[src/rtl/rgb_seq_pkg.sv]
// Shared types, colour table and helpers for the RGB LED sequencer.
package rgb_seq_pkg;

  localparam int unsigned NUM_TABLE  = 8;
  localparam int unsigned MAX_DUTY_W = 16;

  typedef enum logic [1:0] {
    IDLE = 2'd0,
    HOLD = 2'd1,
    FADE = 2'd2
  } state_e;

  typedef struct packed {
    logic [7:0] r;
    logic [7:0] g;
    logic [7:0] b;
  } rgb8_t;

  // Red, yellow, green, cyan, blue, magenta, white, black
  localparam logic [23:0] COLOR_TABLE [NUM_TABLE] = '{
    24'hFF0000, 24'hFFFF00, 24'h00FF00, 24'h00FFFF,
    24'h0000FF, 24'hFF00FF, 24'hFFFFFF, 24'h000000
  };

  // Move one LSB toward the target, or stay if already there.
  function automatic logic [MAX_DUTY_W-1:0] step_toward(
    input logic [MAX_DUTY_W-1:0] cur,
    input logic [MAX_DUTY_W-1:0] tgt
  );
    if (cur < tgt) return cur + MAX_DUTY_W'(1);
    if (cur > tgt) return cur - MAX_DUTY_W'(1);
    return cur;
  endfunction

  // Counter width for a modulo-n count, never below one bit.
  function automatic int unsigned cnt_w(input int unsigned n);
    return (n <= 1) ? 1 : $clog2(n);
  endfunction

endpackage

[src/rtl/rgb_sequencer_pwm_channel.sv]
// One PWM channel: duty compare plus output register.
// RGB_SEQ_GAMMA_EN squares the duty (one registered multiplier) before the compare.
module rgb_pwm_channel #(
  parameter int unsigned PWM_BITS = 8
) (
  input  logic                clk,
  input  logic                rst,
  input  logic                run,
  input  logic [PWM_BITS-1:0] cnt,
  input  logic [PWM_BITS-1:0] duty,
  output logic                pwm
);

`ifdef RGB_SEQ_GAMMA_EN
  localparam int unsigned SQ_W = 2 * PWM_BITS;

  logic [SQ_W-1:0]     sq_c;
  logic [PWM_BITS-1:0] gamma_q;
  logic [PWM_BITS-1:0] cnt_q;
  logic                run_q;

  assign sq_c = SQ_W'(duty) * SQ_W'(duty);

  // Counter is delayed alongside the gamma duty so the compare stays aligned.
  always_ff @(posedge clk) begin
    if (!rst) begin
      gamma_q <= '0;
      cnt_q   <= '0;
      run_q   <= 1'b0;
      pwm     <= 1'b0;
    end else begin
      gamma_q <= run ? sq_c[SQ_W-1:PWM_BITS] : '0;
      cnt_q   <= cnt;
      run_q   <= run;
      pwm     <= run && run_q && (cnt_q < gamma_q);
    end
  end
`else
  always_ff @(posedge clk) begin
    if (!rst) begin
      pwm <= 1'b0;
    end else begin
      pwm <= run && (cnt < duty);
    end
  end
`endif

endmodule

[src/rtl/rgb_sequencer.sv]
// RGB LED colour sequencer: holds each table colour, then fades linearly to the next.
// Optional RGB_SEQ_GAMMA_EN applies gamma correction inside each PWM channel.
module rgb_sequencer
  import rgb_seq_pkg::*;
#(
  parameter int unsigned PWM_BITS     = 8,
  parameter int unsigned STEP_PERIODS = 4,
  parameter int unsigned HOLD_STEPS   = 64,
  parameter int unsigned NUM_COLORS   = 8
) (
  input  logic       clk,
  input  logic       rst,
  input  logic       en,
  input  logic       pause,
  output logic       R_out,
  output logic       G_out,
  output logic       B_out,
  output logic [2:0] color_idx,
  output logic       busy
);

  localparam int unsigned PER_W  = cnt_w(STEP_PERIODS);
  localparam int unsigned STEP_W = cnt_w(HOLD_STEPS);
  localparam int unsigned IDX_W  = 3;

  localparam logic [PER_W-1:0]  PER_LAST  = PER_W'(STEP_PERIODS - 1);
  localparam logic [STEP_W-1:0] STEP_LAST = STEP_W'(HOLD_STEPS - 1);
  localparam logic [IDX_W-1:0]  IDX_LAST  = IDX_W'(NUM_COLORS - 1);

  typedef logic [PWM_BITS-1:0] duty_t;

  state_e             state, state_d;
  duty_t              pwm_cnt, pwm_cnt_d;
  logic [PER_W-1:0]   period_cnt, period_cnt_d;
  logic [STEP_W-1:0]  step_cnt, step_cnt_d;
  logic [IDX_W-1:0]   color_idx_d, next_idx_c;
  duty_t              duty [3];
  duty_t              duty_d [3];
  duty_t              tgt [3];
  duty_t              tgt_d [3];
  logic               wrap_c, step_tick_c, all_reached_c, run_c;

  // Table bytes are left-justified into PWM_BITS (truncated or zero-filled).
  function automatic duty_t scale(input logic [7:0] b);
    logic [PWM_BITS+7:0] wide;
    wide = {b, PWM_BITS'(0)};
    return wide[PWM_BITS+7:8];
  endfunction

  function automatic duty_t table_duty(input logic [IDX_W-1:0] i, input int unsigned ch);
    rgb8_t c;
    c = COLOR_TABLE[i];
    case (ch)
      0:       return scale(c.r);
      1:       return scale(c.g);
      default: return scale(c.b);
    endcase
  endfunction

  always_ff @(posedge clk) begin
    if (!rst) begin
      state      <= IDLE;
      pwm_cnt    <= '0;
      period_cnt <= '0;
      step_cnt   <= '0;
      color_idx  <= '0;
      duty       <= '{default: '0};
      tgt        <= '{default: '0};
      busy       <= 1'b0;
    end else begin
      state      <= state_d;
      pwm_cnt    <= pwm_cnt_d;
      period_cnt <= period_cnt_d;
      step_cnt   <= step_cnt_d;
      color_idx  <= color_idx_d;
      duty       <= duty_d;
      tgt        <= tgt_d;
      busy       <= (state_d != IDLE);
    end
  end

  always_comb begin
    state_d       = state;
    pwm_cnt_d     = pwm_cnt;
    period_cnt_d  = period_cnt;
    step_cnt_d    = step_cnt;
    color_idx_d   = color_idx;
    duty_d        = duty;
    tgt_d         = tgt;
    all_reached_c = 1'b0;
    wrap_c        = (pwm_cnt == '1);
    step_tick_c   = wrap_c && (period_cnt == PER_LAST) && !pause;
    next_idx_c    = (color_idx == IDX_LAST) ? '0 : color_idx + IDX_W'(1);

    if (!en) begin
      state_d      = IDLE;
      pwm_cnt_d    = '0;
      period_cnt_d = '0;
      step_cnt_d   = '0;
      color_idx_d  = '0;
      duty_d       = '{default: '0};
    end else begin
      case (state)
        IDLE: begin
          state_d      = HOLD;
          pwm_cnt_d    = '0;
          period_cnt_d = '0;
          step_cnt_d   = '0;
          color_idx_d  = '0;
          for (int unsigned ch = 0; ch < 3; ch++) begin
            duty_d[ch] = table_duty('0, ch);
          end
        end
        HOLD, FADE: begin
          if (!pause) begin
            pwm_cnt_d = pwm_cnt + duty_t'(1);
            if (wrap_c) begin
              period_cnt_d = (period_cnt == PER_LAST) ? '0 : period_cnt + PER_W'(1);
            end
            if (step_tick_c && (state == HOLD)) begin
              if (step_cnt == STEP_LAST) begin
                step_cnt_d = '0;
                state_d    = FADE;
                for (int unsigned ch = 0; ch < 3; ch++) begin
                  tgt_d[ch] = table_duty(next_idx_c, ch);
                end
              end else begin
                step_cnt_d = step_cnt + STEP_W'(1);
              end
            end else if (step_tick_c) begin
              // Fade ends on the tick where every channel lands on its target.
              all_reached_c = 1'b1;
              for (int unsigned ch = 0; ch < 3; ch++) begin
                duty_d[ch] = PWM_BITS'(step_toward(MAX_DUTY_W'(duty[ch]), MAX_DUTY_W'(tgt[ch])));
                if (duty_d[ch] != tgt[ch]) all_reached_c = 1'b0;
              end
              if (all_reached_c) begin
                color_idx_d = next_idx_c;
                state_d     = HOLD;
              end
            end
          end
        end
        default: state_d = IDLE;
      endcase
    end
  end

  // Dropping en forces the outputs low on the same edge it is sampled.
  assign run_c = en && (state != IDLE);

  rgb_pwm_channel #(.PWM_BITS(PWM_BITS)) u_red (
    .clk  (clk),
    .rst  (rst),
    .run  (run_c),
    .cnt  (pwm_cnt),
    .duty (duty[0]),
    .pwm  (R_out)
  );

  rgb_pwm_channel #(.PWM_BITS(PWM_BITS)) u_green (
    .clk  (clk),
    .rst  (rst),
    .run  (run_c),
    .cnt  (pwm_cnt),
    .duty (duty[1]),
    .pwm  (G_out)
  );

  rgb_pwm_channel #(.PWM_BITS(PWM_BITS)) u_blue (
    .clk  (clk),
    .rst  (rst),
    .run  (run_c),
    .cnt  (pwm_cnt),
    .duty (duty[2]),
    .pwm  (B_out)
  );

endmodule

[config.mk]
export PLATFORM = sky130hd
export DESIGN_NAME = rgb_sequencer
export DESIGN_NICKNAME = d
export VERILOG_FILES = /design/src/rtl/rgb_seq_pkg.sv /design/src/rtl/rgb_sequencer_pwm_channel.sv /design/src/rtl/rgb_sequencer.sv
export SDC_FILE = /design/constraint.sdc
export NUM_CORES = 1
export LEC_CHECK = 0
export ABC_AREA = 1
export CAP_MARGIN = 40
export CORE_UTILIZATION = 56
export DETAILED_ROUTE_END_ITERATION = 16
export DONT_BUFFER_PORTS = 1
export PLACE_DENSITY = 0.71
export SYNTH_ARGS = -nofsm -noshare
export SYNTH_HDL_FRONTEND = slang
export SYNTH_SLANG_ARGS = --single-unit
[constraint.sdc]
create_clock -name clk -period 2.9 [get_ports clk]
set_clock_uncertainty 0.15 [all_clocks]
set_input_delay 0.29 -clock clk [delete_from_list [all_inputs] [get_ports clk]]
set_output_delay 0.29 -clock clk [all_outputs]
set_load 0.1 [all_outputs]
==> impl_metrics.py <==
metrics = {
    "run_status": {
        "status": "finished, final reports clean",
    },
    "route": {
        "routedWlPerCell_microns": 13.9,
        "drtIter0Drc": 199,
        "drc": 0,
        "vias_per_cell": 5.55,
        "wl_microns": 12400,
        "ant_nets": 0,
        "drt_pass1_iterations": 4,
        "vias": 4929,
    },
    "floorplan": {
        "start_util": 0.582,
        "die_y_microns": 94.6,
        "die_x_microns": 94.6,
        "ios": 11,
        "dieArea_sq_mm": 0.00896,
        "rows": 33,
        "core-area_sq_mm": 0.00826,
    },
    "pwr": {
        "switchingPower_mw": 0.517,
        "p_int_mw": 1.01,
        "seqPwrFrac": 0.486,
        "combPwrFrac": 0.218,
        "total_leakage_power_nw": 2.65,
        "swShare": 0.338,
        "pwr-share-clk": 0.296,
        "peakVddDrop_uv": 189,
        "power-per-cell-area_mw_per_mm2": 276,
    },
    "sta": {
        "period_share": 0.938,
        "slew_violations": 0,
        "finalHoldViolations": 0,
        "period_minus_slack_ns": 2.72,
        "holdWs_ns": 0.0207,
        "fmax_mhz": 368,
        "report.final.setup_viol": 0,
        "tightest_slew_ns": 0.598,
        "slew_headroom": 0.597,
    },
    "layout": {
        "n_antenna_cell": 0,
        "fin_area_sq_mm": 0.00553,
        "final_cell_mix": "215 x nand2_1, 82 x inv_1, 69 x nand3_1",
        "drive_above_1_share": 0.171,
        "area_growth_syn_to_layout_pct": 15.1,
        "fill_cells": 735,
        "finish.utilization": 0.670,
        "nNetsFinal": 845,
        "mostFrequentLayoutCell": "nand2_1",
    },
    "clocking": {
        "cts.sinks": 52,
        "cts_buffers": 5,
        "clockRootBuffer": "clkbuf_8",
        "clk_pin_slew_ns": 0.11,
        "cts_buffer_depth": 2,
        "clk_latency_ns": 0.32,
        "cts_tree": "built",
        "cts.htree.levels": 2,
    },
    "synth": {
        "synth_edf_count": 0,
        "ys_ff_latch": 52,
        "yosysUniqueCellTypes": 42,
        "syn_inst": 741,
        "syn_nets": 804,
        "yosysSeqAreaShare": 0.217,
        "yosysTopAreaCellShare": 0.217,
        "ys_top_cells_by_area": "dfxtp_1 22%, nand2_1 17%, ha_1 15%, nand3_1 7.3%, inv_1 6.7%",
        "avgSynthCellArea_sq_um": 6.49,
        "synth_top_cell_by_area": "dfxtp_1",
        "synthFlopType": "dfxtp_1",
        "async_flop_share": 0,
        "ys_warn_count": 0,
        "netlist_area_sq_mm": 0.00481,
    },
    "job": {
        "cap_violations": 0,
    },
    "critical_path": {
        "path_buf_inv": 3,
        "endpoint_kind": "register",
        "cp.arrival_ns": 2.80,
        "crit_path_top_delay_cell": "dfxtp_2",
        "cp-start-kind": "register",
        "critPathTopFamily": "simple AND/OR/NAND/NOR gates",
        "worstPathRequired_ns": 2.98,
        "worstPathMaxFanout": 9,
        "slowest_delay_ns": 0.39,
        "path_class": "register to register",
        "path_cells": "inv_6 -> ha_4 -> a21oi_2 -> nor2_2 -> nor2_4 -> buf_12 -> nand2_8 -> nand2_2 -> nand3_2 -> nand2_2 -> nand3_1 -> nor2_1 -> nand2_1 -> nand2_2 -> nand4_1 -> buf_4 -> nand2_1 -> nand2_1",
    },
    "placement": {
        "gp_congestion": 0.937,
        "dp_hpwl_microns": 9220,
        "dpl_cell_area_sq_mm": 0.00511,
        "io_buffers": 0,
    },
    "hold_path": {
        "hp-class": "primary input to register",
    },
    "global_routing": {
        "grt_pass1_wl_microns": 19500,
        "grt_max_degree": 25,
        "grt_pass1_vias": 4235,
        "grt_antenna_before_repair": 0,
        "grt_overflow": 0,
        "grt_use_total": 0.272,
    },
}
-- worst reg2reg max path, delay by kind of cell, from the launching register on --
family | cells | cell delay, ns
simple gates | 13 | 1.32
flops | 1 | 0.39
fa+ha+maj | 1 | 0.22
compound gates | 1 | 0.14
buf+inv | 3 | 0.42
-- Yosys cell counts (all sizes together), types with 2 or more instances --
cell type	count
nand3	78
buf	8
xnor2	2
o221ai	3
nand4	11
dfxtp	52
o21bai	3
clkbuf	4
a21o	3
nand2	241
a31oi	3
nand3b	7
o211ai	4
a211oi	3
a21boi	3
a21oi	47
o21ai	20
nor3b	2
xor2	4
nor3	17
nor2	68
ha	59
a221oi	3
inv	92
-- cell families (layout without fill, tap and decap cells) --
family | after synthesis | count (layout) | synth area share
AOI/OAI and AO/OA | 93 | 93 | 0.117
xor gates and xnor gates | 6 | 6 | 0.0109
adders and majority gates | 59 | 59 | 0.154
buffers and inverters | 105 | 142 | 0.0898
DFF | 52 | 52 | 0.217
and+or+nand+nor | 426 | 431 | 0.412
-- layer usage --
layer | vias to the layer above | part of all wire | track usage | wire length, microns
met4 | 0 | 0.017 | 0.0694 | 204
li1 | 2528 | - | - | -
met1 | 2260 | 0.47 | 0.362 | 5750
met5 | - | 0 | 0 | 0
met3 | 21 | 0.040 | 0.0338 | 492
met2 | 120 | 0.48 | 0.464 | 5920
-- power by group through the flow --
stage                     logic, mW  registers [mW]  clock network (mW)
after floorplan               0.214           0.781                   0
after global placement        0.283           0.767                   0
after detailed placement      0.302           0.759                   0
after CTS                     0.305           0.743               0.467
after global routing          0.374           0.746               0.494
final                         0.332           0.743               0.452
-- registers in the layout, summed over array words and instances (netlist names), 2 cells and up --
register	flops
duty	24
state	2
step_cnt	6
period_cnt	2
color_idx	3
tgt	3
pwm_cnt	8
-- stage by stage --
stage               power [mW]  setup slack [ns]  cells  TNS (ns)
finish                    1.53             0.179    888         0
global route              1.61          -0.00738    888   -0.0107
CTS                       1.52           0.00903    873         0
detailed placement        1.06            0.0444    864         0
global placement          1.05             0.129    860         0
floorplan                0.995             0.390    741         0
-- final cells by class --
cell class | count | area, sq um | area share
Sequential cell | 52 | 1050 | 0.190
Timing Repair Buffer | 41 | 373 | 0.0674
Inverter | 93 | 362 | 0.0654
Clock inverter | 3 | 27.5 | 0.00498
Clock buffer | 5 | 68.8 | 0.0124
Tap cell | 105 | 131 | 0.0238
Multi-Input combinational cell | 589 | 3520 | 0.636
-- final timing paths --
check | from | end | slack (ns) | cells past startpoint
max | tgt[15] | busy | 0.18 | 18
min | pause | tgt[22] | 0.02 | 2
max reg2reg | tgt[15] | busy | 0.18 | 18
min reg2reg | period_cnt[0] | period_cnt[0] | 0.33 | 2
-- what timing repair did --
| item | CTS | global route |
|---|---|---|
| hold endpoints to repair | 3 | 0 |
| hold buffers | 1 | 0 |
| resized for setup | 0 | 46 |
| setup endpoints to repair | 0 | 6 |
| buffers inserted | 0 | 10 |
(Power assumes the default switching activity.)
